<file path="src/rtl/tx_ser_pkg.sv">
// Shared types and CRC-16 constants for the transmit bit-source serializer.
// The CRC step function is reused by any serial CRC-16 (poly 0x1021) user.
package tx_ser_pkg;

  typedef enum logic [2:0] {
    ST_IDLE,
    ST_LOAD,
    ST_SHIFT,
    ST_CRC,
    ST_DONE
  } state_e;

  localparam logic [15:0] CRC16_POLY   = 16'h1021;
  localparam logic [15:0] CRC16_PRESET = 16'hFFFF;

  // One MSB-first CRC-16 step, no reflection.
  function automatic logic [15:0] crc16_step(input logic [15:0] crc, input logic bit_in);
    crc16_step = {crc[14:0], 1'b0} ^ ((crc[15] ^ bit_in) ? CRC16_POLY : 16'h0000);
  endfunction

endpackage

</file>
<file path="src/rtl/tx_bitsrc_serializer_if.sv">
// Word-parallel source bus: N_SRC packed words with per-source valid/ready.
// The data sources use the master modport, the serializer the slave modport.
interface tx_bitsrc_serializer_if #(
  parameter int N_SRC  = 4,
  parameter int WORD_W = 16
);

  logic [N_SRC*WORD_W-1:0] src_data;
  logic [N_SRC-1:0]        src_valid;
  logic [N_SRC-1:0]        src_ready;

  modport master (output src_data, output src_valid, input  src_ready);
  modport slave  (input  src_data, input  src_valid, output src_ready);

endinterface

</file>
<file path="src/rtl/crc16_serial.sv">
// Bit-serial CRC-16 register (poly 0x1021, preset 0xFFFF, MSB-first).
// init has priority over en so a new frame can start on any cycle.
module crc16_serial
  import tx_ser_pkg::*;
(
  input  logic        clk,
  input  logic        reset,
  input  logic        init,
  input  logic        en,
  input  logic        bit_in,
  output logic [15:0] crc_out
);

  // NOTE: state registers use non-blocking assignment so every flop samples
  // the pre-edge value of its inputs, independent of block ordering.
  always_ff @(posedge clk) begin
    if (reset || init) begin
      crc_out <= CRC16_PRESET;
    end else if (en) begin
      crc_out <= crc16_step(crc_out, bit_in);
    end
  end

endmodule

</file>
<file path="src/rtl/tx_bitsrc_serializer.sv">
// Selects one of N_SRC word sources, fetches words via valid/ready and
// serialises them MSB-first to the sequencer, optionally followed by CRC-16.
module tx_bitsrc_serializer
  import tx_ser_pkg::*;
#(
  parameter int N_SRC  = 4,
  parameter int WORD_W = 16,
  parameter int CNT_W  = 8,
  parameter int SEL_W  = $clog2(N_SRC)
) (
  input  logic                     clk,
  input  logic                     reset,
  input  logic                     start,
  input  logic [SEL_W-1:0]         src_sel,
  input  logic [CNT_W-1:0]         word_count,
  input  logic                     append_crc,
  tx_bitsrc_serializer_if.slave    src,
  input  logic                     bit_req,
  output logic                     bitsrc,
  output logic                     datadone,
  output logic                     busy,
  output logic                     underrun
);

  localparam int BCNT_W = (WORD_W > 2) ? $clog2(WORD_W) : 1;
  localparam logic [BCNT_W-1:0] LAST_BIT = BCNT_W'(WORD_W - 1);

  state_e              state;
  logic [SEL_W-1:0]    sel_q;
  logic [CNT_W-1:0]    words_left;
  logic                crc_q;
  logic [WORD_W-1:0]   shreg;
  logic [BCNT_W-1:0]   bit_cnt;
  logic [3:0]          crc_cnt;
  logic                underrun_q;

  logic                start_ok;
  logic                sel_ok;
  logic [WORD_W-1:0]   sel_word;
  logic                sel_valid;
  logic [N_SRC-1:0]    ready_vec;
  logic [15:0]         crc_val;

  assign start_ok = start && (state == ST_IDLE || state == ST_DONE);
  assign sel_ok   = int'(src_sel) < N_SRC;

  // NOTE: every always_comb output gets a default first, so no path through
  // the block leaves a value unassigned and no latch is inferred.
  always_comb begin
    sel_word  = '0;
    sel_valid = 1'b0;
    ready_vec = '0;
    for (int i = 0; i < N_SRC; i++) begin
      if (sel_q == SEL_W'(i)) begin
        sel_word     = src.src_data[i*WORD_W +: WORD_W];
        sel_valid    = src.src_valid[i];
        ready_vec[i] = (state == ST_LOAD);
      end
    end
  end

  assign src.src_ready = ready_vec;

  crc16_serial u_crc (
    .clk     (clk),
    .reset   (reset),
    .init    (start_ok),
    .en      (state == ST_SHIFT && bit_req),
    .bit_in  (shreg[WORD_W-1]),
    .crc_out (crc_val)
  );

  always_ff @(posedge clk) begin
    if (reset) begin
      state      <= ST_IDLE;
      sel_q      <= '0;
      words_left <= '0;
      crc_q      <= 1'b0;
      shreg      <= '0;
      bit_cnt    <= '0;
      crc_cnt    <= '0;
      underrun_q <= 1'b0;
    end else begin
      case (state)
        ST_IDLE, ST_DONE: begin
          if (start) begin
            sel_q      <= src_sel;
            words_left <= word_count;
            crc_q      <= append_crc;
            bit_cnt    <= '0;
            crc_cnt    <= '0;
            underrun_q <= 1'b0;
            if (!sel_ok) begin
              state      <= ST_DONE;
              underrun_q <= 1'b1;
            end else if (word_count != '0) begin
              state <= ST_LOAD;
            end else if (append_crc) begin
              state <= ST_CRC;
            end else begin
              state <= ST_DONE;
            end
          end
        end
        ST_LOAD: begin
          // A request with nothing loaded loses that bit for good.
          if (bit_req) underrun_q <= 1'b1;
          if (sel_valid) begin
            shreg   <= sel_word;
            bit_cnt <= '0;
            if (words_left != '0) words_left <= words_left - 1'b1;
            state   <= ST_SHIFT;
          end
        end
        ST_SHIFT: begin
          if (bit_req) begin
            shreg   <= {shreg[WORD_W-2:0], 1'b0};
            bit_cnt <= bit_cnt + 1'b1;
            if (bit_cnt == LAST_BIT) begin
              if (words_left != '0) begin
                state <= ST_LOAD;
              end else if (crc_q) begin
                state   <= ST_CRC;
                crc_cnt <= '0;
              end else begin
                state <= ST_DONE;
              end
            end
          end
        end
        ST_CRC: begin
          if (bit_req) begin
            crc_cnt <= crc_cnt + 1'b1;
            if (crc_cnt == 4'd15) state <= ST_DONE;
          end
        end
        default: state <= ST_IDLE;
      endcase
    end
  end

  // The CRC is frozen during transmission; indexing it replaces a zero-fill shift.
  always_comb begin
    case (state)
      ST_SHIFT: bitsrc = shreg[WORD_W-1];
      ST_CRC:   bitsrc = ~crc_val[4'd15 - crc_cnt];
      default:  bitsrc = 1'b0;
    endcase
  end

  assign datadone = (state == ST_DONE);
  assign busy     = (state == ST_LOAD) || (state == ST_SHIFT) || (state == ST_CRC);
  assign underrun = underrun_q;

endmodule

</file>
<file path="src/flat_wrapper.sv">
// flat-port wrapper written by rule: the top's interface ports become plain ports
module tx_bitsrc_serializer_flat import tx_ser_pkg::*;
#(
  parameter int N_SRC  = 4,
  parameter int WORD_W = 16,
  parameter int CNT_W  = 8,
  parameter int SEL_W  = $clog2(N_SRC)
)
  (clk, reset, start, src_sel, word_count, append_crc, bit_req, bitsrc, datadone, busy, underrun, src_src_data, src_src_valid, src_src_ready);
  tx_bitsrc_serializer_if #(.N_SRC(N_SRC), .WORD_W(WORD_W)) src_i ();
  input  logic clk;
  input  logic reset;
  input  logic start;
  input  logic [SEL_W-1:0] src_sel;
  input  logic [CNT_W-1:0] word_count;
  input  logic append_crc;
  input  logic bit_req;
  output logic bitsrc;
  output logic datadone;
  output logic busy;
  output logic underrun;
  input wire logic [$bits(src_i.src_data)-1:0] src_src_data;
  input wire logic [$bits(src_i.src_valid)-1:0] src_src_valid;
  output wire logic [$bits(src_i.src_ready)-1:0] src_src_ready;
  assign src_i.src_data = src_src_data;
  assign src_i.src_valid = src_src_valid;
  assign src_src_ready = src_i.src_ready;
  tx_bitsrc_serializer #(.N_SRC(N_SRC), .WORD_W(WORD_W), .CNT_W(CNT_W), .SEL_W(SEL_W)) u_core (.clk(clk), .reset(reset), .start(start), .src_sel(src_sel), .word_count(word_count), .append_crc(append_crc), .src(src_i), .bit_req(bit_req), .bitsrc(bitsrc), .datadone(datadone), .busy(busy), .underrun(underrun));
endmodule
</file>
<file path="config.mk">
export PLATFORM = sky130hd
export DESIGN_NAME = tx_bitsrc_serializer_flat
export DESIGN_NICKNAME = d
export VERILOG_FILES = /design/src/rtl/tx_ser_pkg.sv /design/src/rtl/tx_bitsrc_serializer_if.sv /design/src/rtl/crc16_serial.sv /design/src/rtl/tx_bitsrc_serializer.sv /design/src/flat_wrapper.sv
export SDC_FILE = /design/constraint.sdc
export NUM_CORES = 1
export LEC_CHECK = 0
export CAP_MARGIN = 30
export CELL_PAD_IN_SITES_DETAIL_PLACEMENT = 0
export CELL_PAD_IN_SITES_GLOBAL_PLACEMENT = 1
export CORE_MARGIN = 5
export CORE_UTILIZATION = 35
export CTS_CLUSTER_SIZE = 40
export DETAILED_ROUTE_END_ITERATION = 12
export PLACE_DENSITY = 0.92
export SYNTH_ARGS = -nofsm -noshare
export SYNTH_HDL_FRONTEND = slang
export SYNTH_SLANG_ARGS = --single-unit
export TNS_END_PERCENT = 100
</file>
<file path="constraint.sdc">
create_clock -name clk -period 2.4 [get_ports clk]
set_input_delay 0.24 -clock clk [delete_from_list [all_inputs] [get_ports clk]]
set_output_delay 0.24 -clock clk [all_outputs]
set_load 0.02 [all_outputs]
</file>
**Word-level counts from Yosys, hierarchy flattened**

Index checks and enable logic that the tools add are counted.

- Magnitude comparators: 1
- Muxes and demuxes: 47
- Add/sub/neg operators: 4
- Multiply operators: 0
- Bitwise logic cells: 3
- Divide/modulo/power cells: 0
- Equality and inequality tests: 19
- Shift operators: 0
- Reductions and logical operators: 22

Operators by type and width:

| operator | number |
|---|---|
| $mux W16 | 6 |
| $mux W4 | 8 |
| $pmux W16 S2 | 1 |
| $mux W3 | 10 |
| $mux W8 | 3 |
| $pmux W4 S3 | 2 |
| $pmux W8 S2 | 1 |
| $reduce_bool A8 Y1 | 2 |
| $xor A16 B13 Y16 | 1 |
| $ne A2 B2 Y1 const B | 7 |
| $mux W13 | 1 |
| $pmux W3 S4 | 1 |
| $mux W1 | 11 |
| $add A4 B1 Y4 const B | 2 |
| $eq A4 B4 Y1 const B | 2 |
| $reduce_and A4 Y1 | 2 |
| $sub A8 B1 Y8 const B | 1 |
| $reduce_and A7 Y1 | 1 |
| $eq A3 B2 Y1 const B | 2 |
| $ne A2 B1 Y1 const B | 3 |
| $reduce_and A3 Y1 | 2 |
| $reduce_and A6 Y1 | 1 |
| $reduce_bool A3 Y1 | 2 |
| $lt A4 B5 Y1 const B | 1 |
| 16 further kinds | 23 |

- Output and inout port bits: 8
- Word-level logic and storage cells: 105
- Memories kept: 0
- Bits in read-only memories: 0
- RAM bits: 0
- Bits in registers: 55
- Bits in latches: 0
- Input bits: 83

**Longest topological paths before layout**

Gate-level depths: netlist of run 1.

- Word-level depth: 7
- Mapped depth: 7
- Gate-level depth less buffers: 6

**Modules after synthesis**

From an unflattened synthesis of run 1, not the netlist that was laid out.

- Cells, all modules: 379
- Area total of the unflattened synthesis: 3338.2 um^2

By module, submodules not included:

| module | instances | cells an instance | seq. area each (um^2) | area an instance (um^2) |
|---|---|---|---|---|
| tx_bitsrc_serializer | 1 | 323 | 780.7 | 2718.9 |
| crc16_serial | 1 | 56 | 320.3 | 619.3 |

**Worst setup path before layout of run 1**

Ideal clock, no wire load.

- Path kind: register to output
- Start: reg u_core.crc_cnt[1]
- End: out bitsrc
- Path buffers: 1
- Cell stages (with the launch flop): 6
- Setup slack: 400 ps
- Data required time: 2160 ps
- Data arrival time: 1760 ps
- Path through: dfxtp_1 > clkbuf_1 > mux4_2 > nor2_1 > nor3_1 > nor3_1

- Word-level cells in the longest chain between the ends: 5

Ends and longest elaborated chain:

| element | RTL line | source |
|---|---|---|
| start, declared | tx_bitsrc_serializer.sv:34 | `logic [3:0] crc_cnt;` |
| start signal, assigned | tx_bitsrc_serializer.sv:133 | `crc_cnt <= crc_cnt + 1'b1;` |
| $sub A4 B4 Y4 | tx_bitsrc_serializer.sv:146 | `ST_CRC: bitsrc = ~crc_val[4'd15 - crc_cnt];` |
| $bmux W1 S4 | tx_bitsrc_serializer.sv:146 |  |
| $mux W1 (implied by the code) | tx_bitsrc_serializer.sv:146 |  |
| $not A1 Y1 | tx_bitsrc_serializer.sv:146 |  |
| $pmux W1 S2 | tx_bitsrc_serializer.sv:144 | `case (state)` |
| end, declared | flat_wrapper.sv:18 | `output logic bitsrc;` |

No other way between the ends. The select of a mux whose other input is x is not followed.

**Final worst setup path of run 1**

- Start: reg u_core.state[2]
- End: out src_src_ready[0]

- Word-level cells in the longest chain between the ends: 2

Ends and longest elaborated chain:

| element | RTL line | source |
|---|---|---|
| start, declared | tx_bitsrc_serializer.sv:28 | `state_e state;` |
| start signal, assigned | tx_bitsrc_serializer.sv:75 | `state <= ST_IDLE;` |
| start signal, assigned | tx_bitsrc_serializer.sv:94 | `state <= ST_DONE;` |
| start signal, assigned | tx_bitsrc_serializer.sv:97 | `state <= ST_LOAD;` |
| $eq A3 B1 Y1 | tx_bitsrc_serializer.sv:57 | `ready_vec[i] = (state == ST_LOAD);` |
| $mux W1 | tx_bitsrc_serializer.sv:54 | `if (sel_q == SEL_W'(i)) begin` |
| end, declared | flat_wrapper.sv:24 | `output wire logic [$bits(src_i.src_ready)-1:0] src_src_ready;` |

No other way between the ends.

==> metrics, run 1 <==
Worst Tran Pin Value 0.851 ns; fin cells 580; Setup Crit Path Kind register to output port; sequential-to-total area share from yosys stat 0.336; Die Footprint 11400 um^2; WL/cell 15.1 um; Layout Nets 555; Critical Path Start Type register; r2r setup slk 0.28 ns; r2r startpoint u_core.state[0]$_SDFFE_PP0P_; EDFF count, synth 0; Final Hold Vio Count 0; routability cong. 0.909; CP Launch Point u_core.state[2]$_SDFFE_PP0P_; fin. max-slew vios 0; Logic pwr share 0.436; DIE HEIGHT 107 um; initial antenna violation count 0; part of the power in registers 0.389; Diodes inserted 0; post-DP HPWL 6690 um; number of gates resized after CTS 5; Post-CTS Setup Inserts 0; worst path arrival time 2.03 ns; initial core utilization 0.356; Unique masters post-synth 54; Pint 1.92 mW; Final setup viols 0; crit path time final 2.27 ns; Fin Hold WS 0.460 ns; post-route cell area 4410 um^2; register bit count reported by yosys 55; GRT Max-Usage Layer met2; I/O Pins 91; grt met2 use 0.260; Pwr Density 685 nW/um^2; H-tree levels 2; met1 Resource Use GR 0.196; mean post-synth cell area 8.44 um^2; CTS tree built; Post-DRT Antenna Nets 0; Multi-input gate area 2010 um^2; Worst-Skew Late Latency 0.32 ns; dpl cells 573; clock net sink count 55; crit end category output port; via count 3191; Fmax 0.441 GHz; Num CTS Buffers 5; Root Buffer clkbuf_8; Synth Instances 388; Clock Skews 0.0113 ns; Critical Path End src_src_ready[0]; sw power 1.10 mW; largest net degree at the start of global routing 44; worst slack at placement 0.150 ns; hold_buf cts 0; CP Data Required Time 2.16 ns; Hold Path Class primary input to register; Tcrit/Tclk final 0.944; Lkg Pwr 1.65 nW; setup repair after global routing missed its margin false; placed inst area 4310 um^2; CP Max Fanout 10; TNS Setup 0 ns; clk slew on worst S/H paths 0.10 ns; final worst slack 0.134 ns; GRT Residual Overflow 0; core area 9200 um^2; cells on worst reg2reg path 6; clock power share 0.175; mapped cell area 3280 um^2; met3 GRT Util 0.0349; drt pass-1 iters 4; Area growth syn-to-layout 34.6%; Max-cap violations 0; Iter 0 DRT Violations 128; num rows 35; YS warnings 0; Post-Route WL 8790 um; Max IR drop VDD 0.000272 V; # fillers 899; storage element area 1100 um^2; Port Buffer Count 90; Reg-to-Reg End u_core.shreg[15]$_SDFFE_PP0P_; sw frac 0.364; DIE WIDTH 107 um; layout cell share with drive strength beyond 1 0.128; syn_nets 474; first-pass GRT wire length 14600 um; Max-slew headroom 0.433; top_reg_cell synth dfxtp_1; vias in the first global route 3151; status completed; via-per-instance ratio 5.50; Post-synth ARST share 0; GRT Total Usage 0.155; drt drc 0; CTS max path bufs 2
==> power groups by stage <==
| stage | combinational [mW] | sequential, mW | clock [mW] |
|---|---|---|---|
| after floorplan | 0.924 | 1.16 | 0 |
| after global placement | 1.29 | 1.19 | 0 |
| after detailed placement | 1.32 | 1.19 | 0 |
| after CTS | 1.32 | 1.17 | 0.544 |
| after global routing | 1.46 | 1.20 | 0.581 |
| final | 1.32 | 1.17 | 0.527 |
==> critical path, cell delays in order (launching register included) <==
cell and delay [ns]:
dfxtp_1 0.42, or3b_4 0.48, nor3_1 0.16, clkdlybuf4s50_1 0.66
==> worst min path at each step <==
| stage | from | endpoint | cells after the start |
|---|---|---|---|
| 6_report | src_sel[1] | u_core.sel_q[1]$_SDFFE_PP0P_ | 3 |
| 5_1_grt | src_sel[0] | u_core.sel_q[0]$_SDFFE_PP0P_ | 3 |
| 4_1_cts | src_sel[1] | u_core.sel_q[1]$_SDFFE_PP0P_ | 3 |
| 3_5_place_dp | u_core.shreg[0]$_SDFFE_PP0P_ | u_core.shreg[0]$_SDFFE_PP0P_ | 2 |
| 3_3_place_gp | u_core.shreg[0]$_SDFFE_PP0P_ | u_core.shreg[0]$_SDFFE_PP0P_ | 2 |
| 2_1_floorplan | append_crc | u_core.crc_q$_SDFFE_PP0P_ | 2 |
==> metrics by stage <==
step	utilization	total power [mW]
after floorplan	-	2.08
after global placement	0.468	2.47
after detailed placement	0.468	2.51
after CTS	0.479	3.04
after global routing	0.479	3.24
final	0.479	3.02
==> area by class of cell <==
cell class | count | share of cell area
Tap cell | 111 | 0.0315
Clock buffer | 6 | 0.0187
Multi-Input combinational cell | 294 | 0.456
Sequential cell | 55 | 0.251
Clock inverter | 1 | 0.00114
Timing Repair Buffer | 106 | 0.236
Inverter | 7 | 0.00596
==> metal layers <==
| layer | wire [um] | share of wire | vias up |
|---|---|---|---|
| met1 | 3830 | 0.44 | 1501 |
| met2 | 4350 | 0.49 | 81 |
| met4 | 175 | 0.020 | 0 |
| met3 | 435 | 0.050 | 16 |
| li1 | - | - | 1593 |
| met5 | 0 | 0 | - |
==> cells by family (layout without fill, tap and decap cells) <==
group / count (synthesis) / count (layout) / share of synthesized area
xor+xnor: 3 / 3 / 0.00802
compound gates: 80 / 80 / 0.173
buf+inv: 39 / 120 / 0.0508
flops: 55 / 55 / 0.336
simple gates: 183 / 183 / 0.270
fa+ha+maj: 3 / 3 / 0.0115
mux: 25 / 25 / 0.150
==> registers in the layout (all words and copies together), names as in the netlist <==
signal / cells
u_core.bit_cnt: 4
u_core.crc_cnt: 4
u_core.crc_q: 1
u_core.sel_q: 2
u_core.shreg: 16
u_core.state: 3
u_core.u_crc.crc_out: 16
u_core.underrun: 1
u_core.words_left: 8
==> layout by cell type (no fill, tap or decap), types with 2 or more instances in the layout <==
master,netlist,routed
a211oi_1,2,2
buf_4,1,15
nor3b_1,5,5
o32ai_1,8,8
nand3b_1,2,2
clkbuf_8,0,6
and2_1,2,2
o22ai_1,3,3
or3b_2,3,2
clkdlybuf4s50_1,0,86
a31oi_1,8,8
nor3_1,9,9
nor2_1,32,32
dfxtp_1,55,52
o211ai_1,2,2
mux4_2,19,19
o21ai_0,2,2
a311oi_1,15,15
inv_1,7,7
a31o_2,3,3
a21o_1,4,4
nand2_1,76,76
or4_4,2,2
mux2_2,4,4
or4_1,4,4
a21oi_1,22,22
nand2b_1,10,10
dlymetal6s2s_1,0,3
xnor2_1,2,2
dfxtp_2,0,3
and3_1,2,2
nand3_1,25,25
ha_1,3,3
nor4_1,4,4
mux2i_1,2,2
==> synth_stat cells, types with 3 or more instances <==
master | instances | area share
nand2_1 | 76 | 0.087
a21o_1 | 4 | 0.0092
o22ai_1 | 3 | 0.0057
nor2_1 | 32 | 0.037
a311oi_1 | 15 | 0.040
a31oi_1 | 8 | 0.015
dfxtp_1 | 55 | 0.34
nand2b_1 | 10 | 0.019
nand3_1 | 25 | 0.038
nor3b_1 | 5 | 0.011
or3b_2 | 3 | 0.0080
mux2_2 | 4 | 0.014
a21oi_1 | 22 | 0.034
nor4_1 | 4 | 0.0076
or4_1 | 4 | 0.0092
nor3_1 | 9 | 0.014
mux4_2 | 19 | 0.13
o32ai_1 | 8 | 0.021
clkbuf_1 | 22 | 0.025
buf_2 | 7 | 0.011
a31o_2 | 3 | 0.0080
inv_1 | 7 | 0.0080
ha_1 | 3 | 0.011
Note: power is estimated with default switching activity, not from simulation.
==> run 2: changes to the inputs <==
- CORE_UTILIZATION: 35 -> 46
- DONT_BUFFER_PORTS: unset -> 1
- PLACE_DENSITY: 0.92 -> 0.91
- SKIP_LAST_GASP: unset -> 1
==> metrics, run 2 (same netlist as run 1, synthesis figures left out) <==
Post-Route WL 8290 um (-5.7%); Fmax 0.456 GHz (+3.3%); Hold Path Class primary input to register; Critical Path Start Type register; CTS tree built; Worst path slowest cell dfxtp_1; drt pass-1 iters 4 (unchanged); WL/cell 17.4 um (+15%); Fin Hold WS 0.0495 ns (-0.411 ns); Diodes inserted 0 (unchanged); storage element area 1100 um^2 (-0.34%); CP most frequent cell nor3_1; layout cell share with drive strength beyond 1 0.145 (+0.0168); worst path arrival time 1.95 ns (-0.08 ns); Iter 0 DRT Violations 215 (+68%); max incr delay on CP 0.56 ns (-0.10 ns); initial core utilization 0.477 (+0.121); Area growth syn-to-layout 6.57%; Layout Nets 466 (-16%); drt drc 0 (unchanged); placed inst area 3370 um^2 (-22%); Setup Crit Path Kind register to output port; Die Footprint 8910 um^2 (-22%); I/O Pins 91 (unchanged); commonest non-fill, non-tap cell in the layout nand2_1; core area 6870 um^2 (-25%); CTS max path bufs 2 (unchanged); Worst Tran Pin Value 0.905 ns (+0.0544 ns); Largest regs u_core.shreg (16), u_core.u_crc.crc_out (16), u_core.words_left (8); largest net degree at the start of global routing 32 (-27%); Multi-input gate area 2010 um^2 (-0.12%); CP Max Fanout 9 (-1); num rows 30 (-14%); commonest cells after routing, fill and taps aside 76 x nand2_1, 55 x dfxtp_1, 32 x nor2_1; critical path's top delay family flip-flops; routability cong. 0.925 (+1.8%); fin. max-slew vios 0 (unchanged); Num CTS Buffers 5 (unchanged); status completed; WP buf/inv 1 (unchanged); Lkg Pwr 1.25 nW (-25%); H-tree levels 2 (unchanged); Max-cap violations 0 (unchanged); clk slew on worst S/H paths 0.09 ns (about the same); crit path time final 2.19 ns (-0.0728 ns); setup repair after global routing missed its margin false; Tcrit/Tclk final 0.914 (-0.0303); critical path cell sequence mux4_2 > nor2_1 > nor3_1 > nor3_1 > buf_4; Worst-Skew Late Latency 0.30 ns (-0.02 ns); GRT Residual Overflow 0 (unchanged); CP Data Required Time 2.16 ns (about the same); Max IR drop VDD 0.000384 V (+41%); Max-slew headroom 0.395 (-0.0383); initial antenna violation count 0 (unchanged); DIE WIDTH 94.4 um (-12%); Root Buffer clkbuf_8; post-DP HPWL 6140 um (-8.2%); via count 2905 (-9.0%); GRT Total Usage 0.192 (+0.0369); post-route cell area 3490 um^2 (-21%); DIE HEIGHT 94.4 um (-12%); Clock Skews 0.00442 ns (-0.00685 ns); vias in the first global route 2821 (-10%); crit end category output port; Final Hold Vio Count 0 (unchanged); Pwr Density 838 nW/um^2 (+22%); TNS Setup 0 ns (unchanged); via-per-instance ratio 6.10 (+11%); first-pass GRT wire length 13800 um (-5.7%); Port Buffer Count 0 (-100%); Post-DRT Antenna Nets 0 (unchanged); # fillers 658 (-27%); clock net sink count 55 (unchanged); Final setup viols 0 (unchanged)
[run 2: cell count changes in the layout (fill, tap and decap cells not counted), moves of 2 or more]
cell,previous run,this run
dfxtp_2,3,0
dlymetal6s2s_1,3,0
dfxtp_1,52,55
clkdlybuf4s50_1,86,0
dlygate4sd3_1,0,2
[run 2: final timing paths]
path	from	end	slack, ns	cells after the start
worst max-delay path	u_core.crc_cnt[1]$_SDFFE_PP0P_	bitsrc	0.21	5
worst min register to register	u_core.shreg[0]$_SDFFE_PP0P_	u_core.shreg[0]$_SDFFE_PP0P_	0.48	2
worst max register to register	u_core.words_left[0]$_SDFFE_PP0P_	u_core.words_left[1]$_SDFFE_PP0P_	0.50	6
worst min-delay path	reset	u_core.bit_cnt[2]$_SDFFE_PP0P_	0.05	1
[run 2: metrics by stage]
stage	instances	power (mW)	setup slack (ns)	util
2_1_floorplan	388	2.08	0.400	-
3_3_place_gp	467	2.31	0.582	0.490
3_5_place_dp	467	2.32	0.520	0.490
4_1_cts	476	2.94	0.198	0.508
5_1_grt	476	3.13	0.0500	0.508
6_report	476	2.93	0.207	0.508
[run 2: repair_timing]
action	in CTS	in global routing
endpoints found under the hold margin	22	0
resized for setup	0	0
endpoints found under the setup margin	0	0
buffers inserted	0	0
hold buffers	2	0
[run 2: final cells by class]
class | instances | area share
multi-input combinational | 294 | 0.575
sequential | 55 | 0.315
timing repair buffer | 17 | 0.0380
tap | 96 | 0.0344
clock buffer | 6 | 0.0208
clock inverter | 1 | 0.00860
inverter | 7 | 0.00753
[run 2: power breakdown]
part | switching [mW] | internal (mW)
Sequential | 0.128 | 1.05
Combinational | 0.641 | 0.501
Clock | 0.297 | 0.307
[run 2: per-layer routing]
metal	vias up	wire length [um]	global-route usage
met2	121	3760	0.296
met5	-	0	0
li1	1416	-	-
met4	0	46	0.0433
met3	4	749	0.0669
met1	1364	3730	0.260
==> RTL change 1: new RTL, config.mk and constraints of run 2 <==
Make the reset (`reset`) asynchronous in one clocked block.
--- a/src/rtl/tx_bitsrc_serializer.sv
+++ b/src/rtl/tx_bitsrc_serializer.sv
@@ -72,3 +72,3 @@
 
-  always_ff @(posedge clk) begin
+  always_ff @(posedge clk or posedge reset) begin
     if (reset) begin
Check against the original RTL: differs if reset is asserted again (counterexample within 4 cycles, from zero or initial values and one cycle with reset high); with reset held inactive, the same outputs for 10 cycles.
==> RTL change 1 against run 2 <==
Critical path type unchanged; combinational power is 93% higher; critical path depth is 1 lower; core utilization grew 0.29 points; design area increased by 0.57%; power up 49%; sequential share of layout area increased by 5.5 points; worst setup slack worse by 0.10 ns; synthesized area rose by 0.27%; die area is 0.24% higher; first-iteration DRC count fell by 37%; highest routed layer unchanged; sequential power increased by 38%; sequential cell count unchanged; wire length shrank 6.8%; global-route usage decreased by 0.63 points.
==> RTL change 1: results (changes against run 2) <==
| Metric | Value |
|---|---|
| Final net count | `421 (-9.7%)` |
| Maximum vdd ir drop | `0.4856 mV (+27%)` |
| Sequential-to-total area share from yosys stat | `39.47% (+5.9 points)` |
| Hold WS | `0.03884 ns (-0.01071 ns)` |
| Internal Power | `2.505 mW (+35%)` |
| Cell family with most CP delay | `multiplexers` |
| Synth async-reset ratio | `70.91% (+71 points)` |
| Met2 routed WL | `3570 um (-5.1%)` |
| Clock power share | `12.1% (-8.5 points)` |
| Routed wire length | `7726 um (-6.8%)` |
| Status | `complete, no violations` |
| Worst Hold Launch | `src_sel[1]` |
| Met3 wire len | `625 um (-17%)` |
| Crit-path max FO | `7 (-2)` |
| Met3 Use GR | `5.259% (-1.4 points)` |
| Worst EP arrival | `2.05 ns (+0.10 ns)` |
| CP max stage cell | `mux4_2` |
| GPL Wtd Cong | `0.8294 (-10%)` |
| Met2 usage | `30.32% (+0.77 points)` |
| Synthesized instance count | `337 (-13%)` |
| Relative slew slack | `55.19% (+16 points)` |
| Critical R2R Capture | `u_core.crc_cnt[1]` |
| Largest cells by area after synthesis | `dfrtp_1, mux4_2, dfxtp_1` |
| Sequential power share | `37.4% (-2.9 points)` |
| Routing usage on met1 | `24.19% (-1.8 points)` |
| Fmax achieved | `0.4361 GHz (-4.4%)` |
| Drt initial violations | `135 (-37%)` |
| Hold-critical path depth | `2 (+1)` |
| Via density | `6.042 (-1.0%)` |
| Vias in the first global route | `2773 (-1.7%)` |
| Placed instance area | `3415 sq um (+1.4%)` |
| Most frequent cells after synthesis | `nand2_1, dfrtp_1, o21ai_0` |
| Hold EP | `u_core.sel_q[1]` |
| Leak | `1.444 nW (+16%)` |
| Global-route wire length before repair | `13320 um (-3.2%)` |
| Drt wl/cell | `17.88 um (+2.7%)` |
| Placement Setup Slack | `0.2603 ns (-0.2602 ns)` |
| Wl on met1 | `3421 um (-8.2%)` |
| Launch point of the worst path | `u_core.crc_cnt[1]` |
| Post-DP HPWL | `5832 um (-5.1%)` |
| Share of post-route cells with drive strength above 1 | `16.96% (+2.5 points)` |
| R2r setup slk | `0.23 ns (-0.27 ns)` |
==> RTL change 1: area by class of cell <==
cell class	instances	area, sq um
Clock buffer	6	72.57
Clock inverter	2	11.26
Fill cell	632	3358
Inverter	8	30.03
Multi-Input combinational cell	249	1856
Sequential cell	55	1299
Tap cell	96	120.1
Timing Repair Buffer	16	122.6
==> RTL change 1: cells by family (layout without fill, tap and decap cells) <==
logic type | Yosys count | count (layout) | synth area share, %
buffers and inverters | 33 | 32 | 4.495
XOR/XNOR | 3 | 3 | 0.8001
adder cells (fa/ha/maj) | 3 | 3 | 1.143
multiplexers | 42 | 42 | 21.41
flip-flops | 55 | 55 | 39.47
AND/OR/NAND/NOR | 133 | 133 | 19.50
AO/OA/AOI/OAI | 68 | 68 | 13.18
==> RTL change 1: repair_timing <==
action                                  CTS  global route
gates resized for setup                   1             1
endpoints found under the hold margin    13             0
endpoints found under the setup margin    1             1
hold buffers                              1             0
==> RTL change 2: new RTL, settings of run 2 <==
Made on the original files. `N_SRC` is set to 4 in 3 places; all go to 2.
--- a/src/rtl/tx_bitsrc_serializer_if.sv
+++ b/src/rtl/tx_bitsrc_serializer_if.sv
@@ -3,3 +3,3 @@
 interface tx_bitsrc_serializer_if #(
-  parameter int N_SRC  = 4,
+  parameter int N_SRC  = 2,
   parameter int WORD_W = 16
--- a/src/rtl/tx_bitsrc_serializer.sv
+++ b/src/rtl/tx_bitsrc_serializer.sv
@@ -5,3 +5,3 @@
 #(
-  parameter int N_SRC  = 4,
+  parameter int N_SRC  = 2,
   parameter int WORD_W = 16,
--- a/src/flat_wrapper.sv
+++ b/src/flat_wrapper.sv
@@ -3,3 +3,3 @@
 #(
-  parameter int N_SRC  = 4,
+  parameter int N_SRC  = 2,
   parameter int WORD_W = 16,
Interface: changed (resized src_sel, src_src_data, src_src_ready and src_src_valid); port bits go from 91 to 54. No check against the original RTL was run, so the function may have changed too.
==> RTL change 2 against run 2 <==
Wire length fell by 15%; clock power fell by 8.9%; synthesized area fell by 8.1%; power rose by 13%; design area fell by 7.9%; sequential cell count fell by 1; worst setup slack got worse by 0.10 ns; critical path type unchanged.
==> RTL change 2: results (changes against run 2) <==
| Metric | Value |
|---|---|
| Status | `complete, no violations` |
| Worst EP arrival | `2.06 ns (+0.11 ns)` |
| Maximum vdd ir drop | `0.5352 mV (+40%)` |
| Netlist cell types | `60 (+11%)` |
| Post-DP HPWL | `5044 um (-18%)` |
| Routing usage on met1 | `23.81% (-2.2 points)` |
| Largest cells by area after synthesis | `dfxtp_1, nand2_1, a21oi_1` |
| Vias in the first global route | `2531 (-10%)` |
| Drt wl/cell | `16.04 um (-7.8%)` |
| Filler cells | `601 (-8.7%)` |
| Combinational Power Share | `45.4% (+6.4 points)` |
| Worst-Margin Slew | `0.8811 ns (-0.02388 ns)` |
| Multi-input logic area | `1773 sq um (-12%)` |
| DR pass1 iterations | `4 (unchanged)` |
| Met3 wire len | `589 um (-21%)` |
| Inst Count DP | `428 (-8.4%)` |
| CP max stage cell | `mux4_2` |
| Final net count | `411 (-12%)` |
| Leak | `1.229 nW (-1.4%)` |
| Most frequent cells after synthesis | `nand2_1, dfxtp_1, a21oi_1` |
| Placed instance area | `3089 sq um (-8.3%)` |
| Drt initial violations | `195 (-9.3%)` |
| Cell family with most CP delay | `multiplexers` |
| Synthesized instance count | `368 (-5.2%)` |
| Share of post-route cells with drive strength above 1 | `11.36% (-3.1 points)` |
| Largest net degree at the start of global routing | `31 (-3.1%)` |
| R2r setup slk | `0.26 ns (-0.24 ns)` |
| Compound-Gate Fraction of Synth Area | `22.49% (+5.2 points)` |
| Worst-case clock buffer depth | `2 (unchanged)` |
| Synth Area in XOR/XNOR | `0.8732% (+0.071 points)` |
| Adder-Cell Fraction of Synth Area | `1.247% (+0.10 points)` |
| Placement Setup Slack | `0.2381 ns (-0.2824 ns)` |
| Hold EP | `u_core.words_left[3]` |
| Routed wire length | `7026 um (-15%)` |
| Hold WS | `0.03861 ns (-0.01093 ns)` |
| Fmax achieved | `0.4352 GHz (-4.6%)` |
| Launch point of the worst path | `u_core.crc_cnt[2]` |
| Critical R2R Capture | `u_core.crc_cnt[2]` |
| Post-synthesis mux area share | `9.813% (-5.2 points)` |
| Switching Power | `1.377 mW (+29%)` |
| Worst path max stage delay | `0.51 ns (-0.05 ns)` |
| Sequential-to-total area share from yosys stat | `35.93% (+2.3 points)` |
| Clk pwr | `0.550 mW (-8.9%)` |
| Number of CTS-inserted buffers | `5 (unchanged)` |
| Skew final | `0.009209 ns (+0.004786 ns)` |
| Post-Synthesis Net Count | `419 (-12%)` |
| GPL Wtd Cong | `0.8798 (-4.9%)` |
| Via density | `6.025 (-1.3%)` |
| Met2 routed WL | `3108 um (-17%)` |
| Total global-route track usage | `17.76% (-1.4 points)` |
| Wl on met1 | `3235 um (-13%)` |
| Met2 usage | `27.36% (-2.2 points)` |
| Crit-path max FO | `6 (-3)` |
| Global-route wire length before repair | `12310 um (-11%)` |
| Met3 Use GR | `6.083% (-0.61 points)` |
| Worst reg2reg path depth | `7 (+1)` |
| Internal Power | `1.918 mW (+3.2%)` |
-- RTL change 2: cell types whose count changed after synthesis, moves of 4 or more --
| cell | change |
|---|---|
| mux4_2 | -14 |
| mux2i_1 | +14 |
| a21oi_1 | +10 |
| nor2_1 | -18 |
| a311oi_1 | -15 |
| nand2b_1 | -5 |
| o211ai_1 | +16 |
| nor3_1 | -4 |
| nand2_1 | -6 |
| a31oi_1 | -6 |
-- RTL change 2: cell type report --
class,count,area share (%)
Multi-Input combinational cell,274,55.14
Sequential cell,54,33.74
Timing Repair Buffer,16,3.969
Tap cell,77,2.996
Clock buffer,6,2.568
Inverter,9,1.051
Clock inverter,2,0.5447
-- RTL change 2: repair_timing --
action,in CTS,in global routing
setup endpoints to repair,1,1
hold buffers,1,0
endpoints found under the hold margin,23,0
buffers inserted,0,1
gates resized for setup,1,1
